==> src/rtl/muldiv_unit.sv <==
// ---------------------------------------------------------------------------
// muldiv_unit
//
// Iterative radix-2 multiply/divide unit with HI/LO result registers. It sits
// beside the ALU in EX. One product or quotient bit is resolved per cycle.
// The op runs IDLE -> CALC (WIDTH iterations) -> FIX. FIX applies the sign
// correction and writes HI/LO.
//
// Build option:
//   MULDIV_DIV_EN  defined   : MULT, MULTU, DIV and DIVU are all supported.
//   MULDIV_DIV_EN  undefined : the divider is not built, and DIV/DIVU starts
//                              are ignored. Multiply is unchanged.
//
// Ports:
//   clk      in   clock, rising edge
//   rst      in   synchronous active-low reset
//   start    in   operation request, sampled only in IDLE
//   op       in   00 MULT, 01 MULTU, 10 DIV, 11 DIVU
//   src_a    in   multiplicand / dividend
//   src_b    in   multiplier / divisor
//   flush    in   abort the in-flight op; in IDLE it suppresses start
//   wr_hi    in   MTHI write enable (IDLE only)
//   wr_lo    in   MTLO write enable (IDLE only)
//   wr_data  in   MTHI/MTLO data
//   busy     out  operation in flight (registered)
//   done     out  one-cycle pulse when HI/LO take a new result (registered)
//   hi, lo   out  result registers
// ---------------------------------------------------------------------------
module muldiv_unit #(
  parameter int WIDTH = 32
) (
  input  logic             clk,
  input  logic             rst,
  input  logic             start,
  input  logic [1:0]       op,
  input  logic [WIDTH-1:0] src_a,
  input  logic [WIDTH-1:0] src_b,
  input  logic             flush,
  input  logic             wr_hi,
  input  logic             wr_lo,
  input  logic [WIDTH-1:0] wr_data,
  output logic             busy,
  output logic             done,
  output logic [WIDTH-1:0] hi,
  output logic [WIDTH-1:0] lo
);

  localparam int CNT_W = $clog2(WIDTH) + 1;

  typedef enum logic [1:0] {
    IDLE = 2'd0,
    CALC = 2'd1,
    FIX  = 2'd2
  } state_t;

  state_t             state;
  logic [CNT_W-1:0]   count;
  logic [WIDTH-1:0]   aReg;     // |a|; also serves as the dividend shift register
  logic [WIDTH-1:0]   bReg;     // |b|; also serves as the multiplier shift register
  logic [2*WIDTH-1:0] acc;      // product, or {remainder, quotient}
  logic               negRes;   // negate the product or quotient in FIX

  logic               opSigned;
  logic               startOk;
  logic [WIDTH-1:0]   absA;
  logic [WIDTH-1:0]   absB;
  logic [WIDTH:0]     mulSum;

`ifdef MULDIV_DIV_EN
  logic               isDiv;
  logic               divZero;
  logic               zeroHold;  // gives a divide-by-zero its second busy cycle
  logic               negRem;    // remainder follows the dividend's sign
  logic [WIDTH:0]     divShift;
  logic [WIDTH:0]     divDiff;
`endif

  // Unsigned W-bit magnitude, so the most negative value maps onto itself
  function automatic logic [WIDTH-1:0] magnitude(input logic [WIDTH-1:0] v,
                                                 input logic sgn);
    return (sgn && v[WIDTH-1]) ? ({WIDTH{1'b0}} - v) : v;
  endfunction

  function automatic logic [WIDTH-1:0] negW(input logic [WIDTH-1:0] v,
                                            input logic doNeg);
    return doNeg ? ({WIDTH{1'b0}} - v) : v;
  endfunction

  function automatic logic [2*WIDTH-1:0] neg2W(input logic [2*WIDTH-1:0] v,
                                               input logic doNeg);
    return doNeg ? ({(2*WIDTH){1'b0}} - v) : v;
  endfunction

  always_comb begin
    opSigned = ~op[0];
    absA     = magnitude(src_a, opSigned);
    absB     = magnitude(src_b, opSigned);
`ifdef MULDIV_DIV_EN
    startOk  = start & ~flush;
`else
    startOk  = start & ~flush & ~op[1];
`endif
    // Shift-add step: add the multiplicand into the upper half when the
    // current multiplier bit is 1. The sum is W+1 bits so the carry survives.
    mulSum   = {1'b0, acc[2*WIDTH-1:WIDTH]} + (bReg[0] ? {1'b0, aReg} : {(WIDTH+1){1'b0}});
`ifdef MULDIV_DIV_EN
    // Restoring step: bring in the next dividend bit and trial-subtract the
    // divisor. A negative result (MSB set) means the old remainder is kept.
    divShift = {acc[2*WIDTH-1:WIDTH], aReg[WIDTH-1]};
    divDiff  = divShift - {1'b0, bReg};
`endif
  end

  always_ff @(posedge clk) begin
    if (!rst) begin
      state <= IDLE;
      hi    <= '0;
      lo    <= '0;
      busy  <= 1'b0;
      done  <= 1'b0;
      count <= '0;
`ifdef MULDIV_DIV_EN
      zeroHold <= 1'b0;
`endif
    end else begin
      done <= 1'b0;
      case (state)
        // ---- IDLE: MTHI/MTLO writes and operand capture ----
        IDLE: begin
          if (wr_hi) hi <= wr_data;
          if (wr_lo) lo <= wr_data;
          if (startOk) begin
            aReg   <= absA;
            bReg   <= absB;
            acc    <= '0;
            count  <= '0;
            busy   <= 1'b1;
            negRes <= opSigned & (src_a[WIDTH-1] ^ src_b[WIDTH-1]);
`ifdef MULDIV_DIV_EN
            isDiv    <= op[1];
            negRem   <= opSigned & src_a[WIDTH-1];
            divZero  <= op[1] & (src_b == '0);
            zeroHold <= 1'b0;
            state    <= (op[1] && (src_b == '0)) ? FIX : CALC;
`else
            state  <= CALC;
`endif
          end
        end

        // ---- CALC: one result bit per cycle ----
        CALC: begin
          if (flush) begin
            state <= IDLE;
            busy  <= 1'b0;
          end else begin
`ifdef MULDIV_DIV_EN
            if (isDiv) begin
              if (!divDiff[WIDTH])
                acc <= {divDiff[WIDTH-1:0], acc[WIDTH-2:0], 1'b1};
              else
                acc <= {divShift[WIDTH-1:0], acc[WIDTH-2:0], 1'b0};
              aReg <= aReg << 1;
            end else begin
              acc  <= {mulSum, acc[WIDTH-1:1]};
              bReg <= bReg >> 1;
            end
`else
            acc  <= {mulSum, acc[WIDTH-1:1]};
            bReg <= bReg >> 1;
`endif
            count <= count + 1'b1;
            if (count == CNT_W'(WIDTH - 1)) state <= FIX;
          end
        end

        // ---- FIX: sign correction and HI/LO write-back ----
        FIX: begin
          if (flush) begin
            state <= IDLE;
            busy  <= 1'b0;
          end else begin
`ifdef MULDIV_DIV_EN
            if (divZero && !zeroHold) begin
              zeroHold <= 1'b1;
            end else begin
              state <= IDLE;
              busy  <= 1'b0;
              done  <= 1'b1;
              if (isDiv) begin
                // A divide by zero still reports done but leaves HI/LO unchanged
                if (!divZero) begin
                  lo <= negW(acc[WIDTH-1:0], negRes);
                  hi <= negW(acc[2*WIDTH-1:WIDTH], negRem);
                end
              end else begin
                {hi, lo} <= neg2W(acc, negRes);
              end
            end
`else
            state    <= IDLE;
            busy     <= 1'b0;
            done     <= 1'b1;
            {hi, lo} <= neg2W(acc, negRes);
`endif
          end
        end

        default: begin
          state <= IDLE;
          busy  <= 1'b0;
        end
      endcase
    end
  end

endmodule

==> config.mk <==
export PLATFORM = sky130hd
export DESIGN_NAME = muldiv_unit
export DESIGN_NICKNAME = d
export VERILOG_FILES = /design/src/rtl/muldiv_unit.sv
export SDC_FILE = /design/constraint.sdc
export NUM_CORES = 1
export LEC_CHECK = 0
export BUFFER_PORTS_ARGS = -buffer_cell sky130_fd_sc_hd__buf_2
export CAP_MARGIN = 20
export CORE_MARGIN = 4
export CORE_UTILIZATION = 56
export CTS_BUF_LIST = sky130_fd_sc_hd__clkbuf_16
export DETAILED_ROUTE_END_ITERATION = 10
export PLACE_DENSITY_LB_ADDON = 0.15
export SLEW_MARGIN = 10
export SYNTH_ARGS = -nofsm -noshare
export SYNTH_HDL_FRONTEND = slang
export SYNTH_SLANG_ARGS = --single-unit
==> constraint.sdc <==
create_clock -name clk -period 5.6 [get_ports clk]
set_input_delay 0.84 -clock clk [delete_from_list [all_inputs] [get_ports clk]]
set_output_delay 0.84 -clock clk [all_outputs]
set_load 0.005 [all_outputs]
; ---- Word level (Yosys, flattened, before mapping)
; Cells that the tools add are included.
[totals]
wordCells = 72
reg_bits = 203
input_bits = 104
[op_classes]
addsub = 5
muxes = 27
n_bitwise = 7
reduce_logical = 13
eq_ne = 10
[op_table]
columns = op, n
row1 = 32-bit 2-to-1 mux, 9
row2 = 64-bit 2-to-1 mux, 3
row3 = 32-bit one-hot mux with 2 select lines, 3
row4 = 64-bit one-hot mux with 2 select lines, 1
row5 = "1-bit by 32-bit subtractor with 32-bit output, first input constant", 2
row6 = "1-bit by 64-bit subtractor with 64-bit output, first input constant", 1
row7 = 32-bit by 32-bit adder with 33-bit output, 1
row8 = 6-bit 2-to-1 mux, 2
row9 = "2-bit inequality test, second input constant", 6
row10 = 6-bit one-hot mux with 2 select lines, 1
row11 = 3-bit AND reduction, 4
row12 = "6-bit by 1-bit adder with 6-bit output, second input constant", 1
row13 = "6-bit by 5-bit equality test with 1-bit output, second input constant", 1
row14 = 2-bit 2-to-1 mux, 3
row15 = 2-bit AND reduction, 3
row16 = 2-bit one-hot mux with 2 select lines, 1
row17 = 4-bit AND reduction, 1
row18 = 2-bit nonzero test, 2
row19 = 1-bit AND, 3
row20 = 1-bit 2-to-1 mux, 3
row21 = "3-bit inequality test, second input constant", 1
row22 = 1-bit NOT, 3
row23 = "2-bit by 1-bit equality test with 1-bit output, second input constant", 1
row24 = "2-bit equality test, second input constant", 1
row25 = 4 further kinds, 5

; ---- Longest topological paths before layout
[depth]
word_depth = 5
mapped_depth = 11
ltp_nobuf = 10

; ---- Least setup slack after synthesis
; No wires, ideal clock.
[synth_path]
path_type = input port to flip-flop
start = in op[1]
end = reg acc[0] (enable)
t_arrival_ns = 3.820
path_stages = 3
slack_ns = 1.315
setup_ns = 0.466
path_cell_list = nand2b_1 > a211oi_1 > and2_1
[synth_between]
elab_chain_len = 4
[synth_rtl]
columns = item, line_no
row1 = from (decl), 35  ; input logic [1:0] op,
row2 = 1-bit NOT, 101  ; startOk = start & ~flush & ~op[1];
row3 = 1-bit AND, 101
row4 = 2-bit inequality test (no line), n/a
row5 = 4-bit AND reduction (no line), n/a
row6 = to (signal assigned), 169  ; acc <= {mulSum, acc[WIDTH-1:1]};
row7 = to (decl), 60  ; logic [2*WIDTH-1:0] acc;
; No other way between the ends.
; A chain may end at the register's enable or synchronous reset.

; ---- Worst setup path after layout
[layout_path]
start = reg bReg[0]
end = reg acc[59] (data pin)
[layout_between]
elab_chain_len = 4
[layout_rtl]
columns = item, line_no
row1 = from (decl), 59  ; logic [WIDTH-1:0] bReg;
row2 = from (signal assigned), 134  ; bReg <= absB;
row3 = from (signal assigned), 170  ; bReg <= bReg >> 1;
row4 = 32-bit 2-to-1 mux, 105  ; mulSum = {1'b0, acc[2*WIDTH-1:WIDTH]} + (bReg[0] ? {1'b0, aReg} : {(WIDTH+1){1'b0}});
row5 = 32-bit by 32-bit adder with 33-bit output, 105
row6 = 64-bit 2-to-1 mux, 153  ; if (flush) begin
row7 = 64-bit one-hot mux with 2 select lines, 127  ; case (state)
; No other way between the ends. The select of a mux whose other input is x is not followed.

==> flow_summary.yaml <==
drt:
  antenna_left: 0
  drtIter0Drc: 1048
  wl_per_cell_um: 18.35
  drc: 0
  postRouteWirelength_um: 33060
  vias: 10830
  via_per_inst: 6.012
  dr.pass1.iters: 5
min_path:
  hold_depth: 2
  holdPathEnd: "hi[23]"
  hp-class: "reg2reg"
  min_from: "hi[23]"
global_route:
  grt_antenna_before_repair: 0
  grtUsageTotal: 0.2582
  grt_pass1_vias: 9882
  grt_max_degree: 90
  grt_pass1_wl_um: 52180
  globalRoute.totalOverflow: 0
setup_path:
  ff2ff_path_depth: 10
  r2r-end: "acc[59]"
  worst_setup_path_start_kind: "flop"
  r2r_start: "bReg[0]"
  end_kind: "flop"
  crit_arrival_ns: 3.70
  cp_data_required_time_ns: 5.84
  critPathMaxFanout: 32
  rrSetupSlack_ns: 2.15
  criticalPathCategory: "reg2reg"
clocking:
  cts_setup_buffers: 0
  clk_pin_slew_worst_paths_ns: 0.06
  clk_path_buf_depth: 3
  cts_sinks: 203
  holdBufCountCts: 0
  cts_resized: 0
  cts_tree: "done"
  htreeDepth: 1
  numCtsBuffers: 23
  cts-root-buf: "clkbuf_16"
  worstSkewPairLatency_ns: 0.51
placed_design:
  dp_hpwl_um: 25010
  gp_congestion: 0.9203
  io_buffers: 169
power:
  leakagePower_nw: 5.409
  finalPower_mw: 3.584
  p_per_area_mw_per_mm2: 250.6
  max-vdd-ir-drop_uv: 160.5
die:
  rows: 54
  core_area_mm2: 0.02196
  die_h_um: 157.7
  die_w_um: 157.7
  start_util: 0.5713
  die_area_mm2: 0.02486
  io_pins: 170
layout:
  area_growth_pct: 14.01
  diodes: 0
  final_nets: 1645
  utilization: 0.6514
  final_cell_mix: "buf_2 (169), nand2_1 (141), edfxtp_1 (129)"
  layout_commonest_cell: "buf_2"
  drive_gt1_frac: 0.1663
synthesis:
  synth_area_mm2: 0.01255
  ys_warn_count: 0
  synthCells: 1373
  syn_area_per_cell_um2: 9.137
  async_reset_ff_frac: 0
  synth_nets: 1514
  synth_seq_cells: 203
  ys_seq_area_frac: 0.4268
  ys_types: 81
  synth_ff_type: "edfxtp_1"
  synth_edf_count: 129
timing:
  fin_worst_skew_ns: 0.01530
  final.setup.tns_ns: 0
  period_share: 0.6168
  hold_ws_ns: 0.4415
  worst_pin_slew_ns: 0.9585
  slew_viol_final: 0
  fin_crit_ns: 3.454
  slew_headroom: 0.3596
  clock.fmax_mhz: 289.5
  hold_viol_final: 0
  setup_viol_count_final: 0
  rsz0062_at_grt: "no"
outcome:
  outcome: "complete, no violations"
job:
  maxCapViolCount: 0
[logic make-up after synthesis]
| kind of cell | share of synthesized area |
|---|---|
| compound gates | 0.1925 |
| xor+xnor | 0.09355 |
| mux | 0.0007979 |
| simple gates | 0.2192 |
| flops | 0.4268 |
| buf+inv | 0.02962 |
| fa+ha+maj | 0.03750 |
[critical path: stages (launching register included)]
cell and delay [ns]:
edfxtp_1 0.69, and2_1 0.27, ha_1 0.21, fa_1 0.41
a21oi_1 0.21, o2bb2ai_1 0.16, a22oi_1 0.33, a31oi_1 0.18
o21ai_0 0.45, nand3_1 0.13, nor3b_1 0.15
[metal layers]
metal  vias up  wire (um)  GRT usage
met2       458      13950     0.3897
met5         -          0          0
met1      5003      15040     0.3851
met4         0       1123    0.08767
li1       5300          -          -
met3        66       2939    0.03226
[cell type report]
class | count | area [um2]
sequential | 203 | 5355
clock buffer | 23 | 575.6
multi-input combinational | 1075 | 6837
fill | 1843 | 7655
tap | 280 | 350.3
clock inverter | 19 | 175.2
inverter | 20 | 75.07
timing repair buffer | 181 | 935.9
[worst max path at each step]
stage	start	to	slack [ns]	cells after the start
6_report	bReg[0]	acc[59]	2.15	10
5_1_grt	bReg[0]	acc[62]	1.89	8
4_1_cts	bReg[0]	acc[59]	2.20	10
3_5_place_dp	bReg[0]	acc[59]	2.21	10
3_3_place_gp	op[1]	bReg[24]	2.29	5
2_1_floorplan	op[1]	acc[0]	1.31	3
[synth_stat cells, drive strengths merged, types with 35 or more instances]
library cell / n / area [um2]
and2: 72 / 450.4
xor2: 74 / 648.1
a21oi: 87 / 435.4
dfxtp: 74 / 1481
edfxtp: 129 / 3874
nor2: 121 / 454.2
nand2: 141 / 529.3
xnor2: 60 / 525.5
ha: 36 / 450.4
clkbuf: 64 / 240.2
o21ai: 125 / 625.6
o31ai: 35 / 262.8
[state kept, by name (all words and copies together) (netlist names)]
| name | cells |
|---|---|
| hi | 32 |
| bReg | 32 |
| state | 2 |
| negRes | 1 |
| acc | 64 |
| done | 1 |
| aReg | 32 |
| lo | 32 |
| busy | 1 |
| count | 6 |
[per-stage QoR]
stage                     std cells  area (um2)  setup WS [ns]
after global routing           1801       14300          1.888
final                          1801       14300          2.146
after global placement         1757       13540          2.288
after CTS                      1800       14300          2.204
after floorplan                1373       12550          1.315
after detailed placement       1758       13550          2.209
[where the power goes]
part / internal (mW) / total [mW] / switching, mW
Combinational: 0.163 / 0.388 / 0.225
Clock: 0.890 / 1.51 / 0.617
Sequential: 1.65 / 1.69 / 0.0384
No activity file was read; power rests on OpenSTA's default activity.
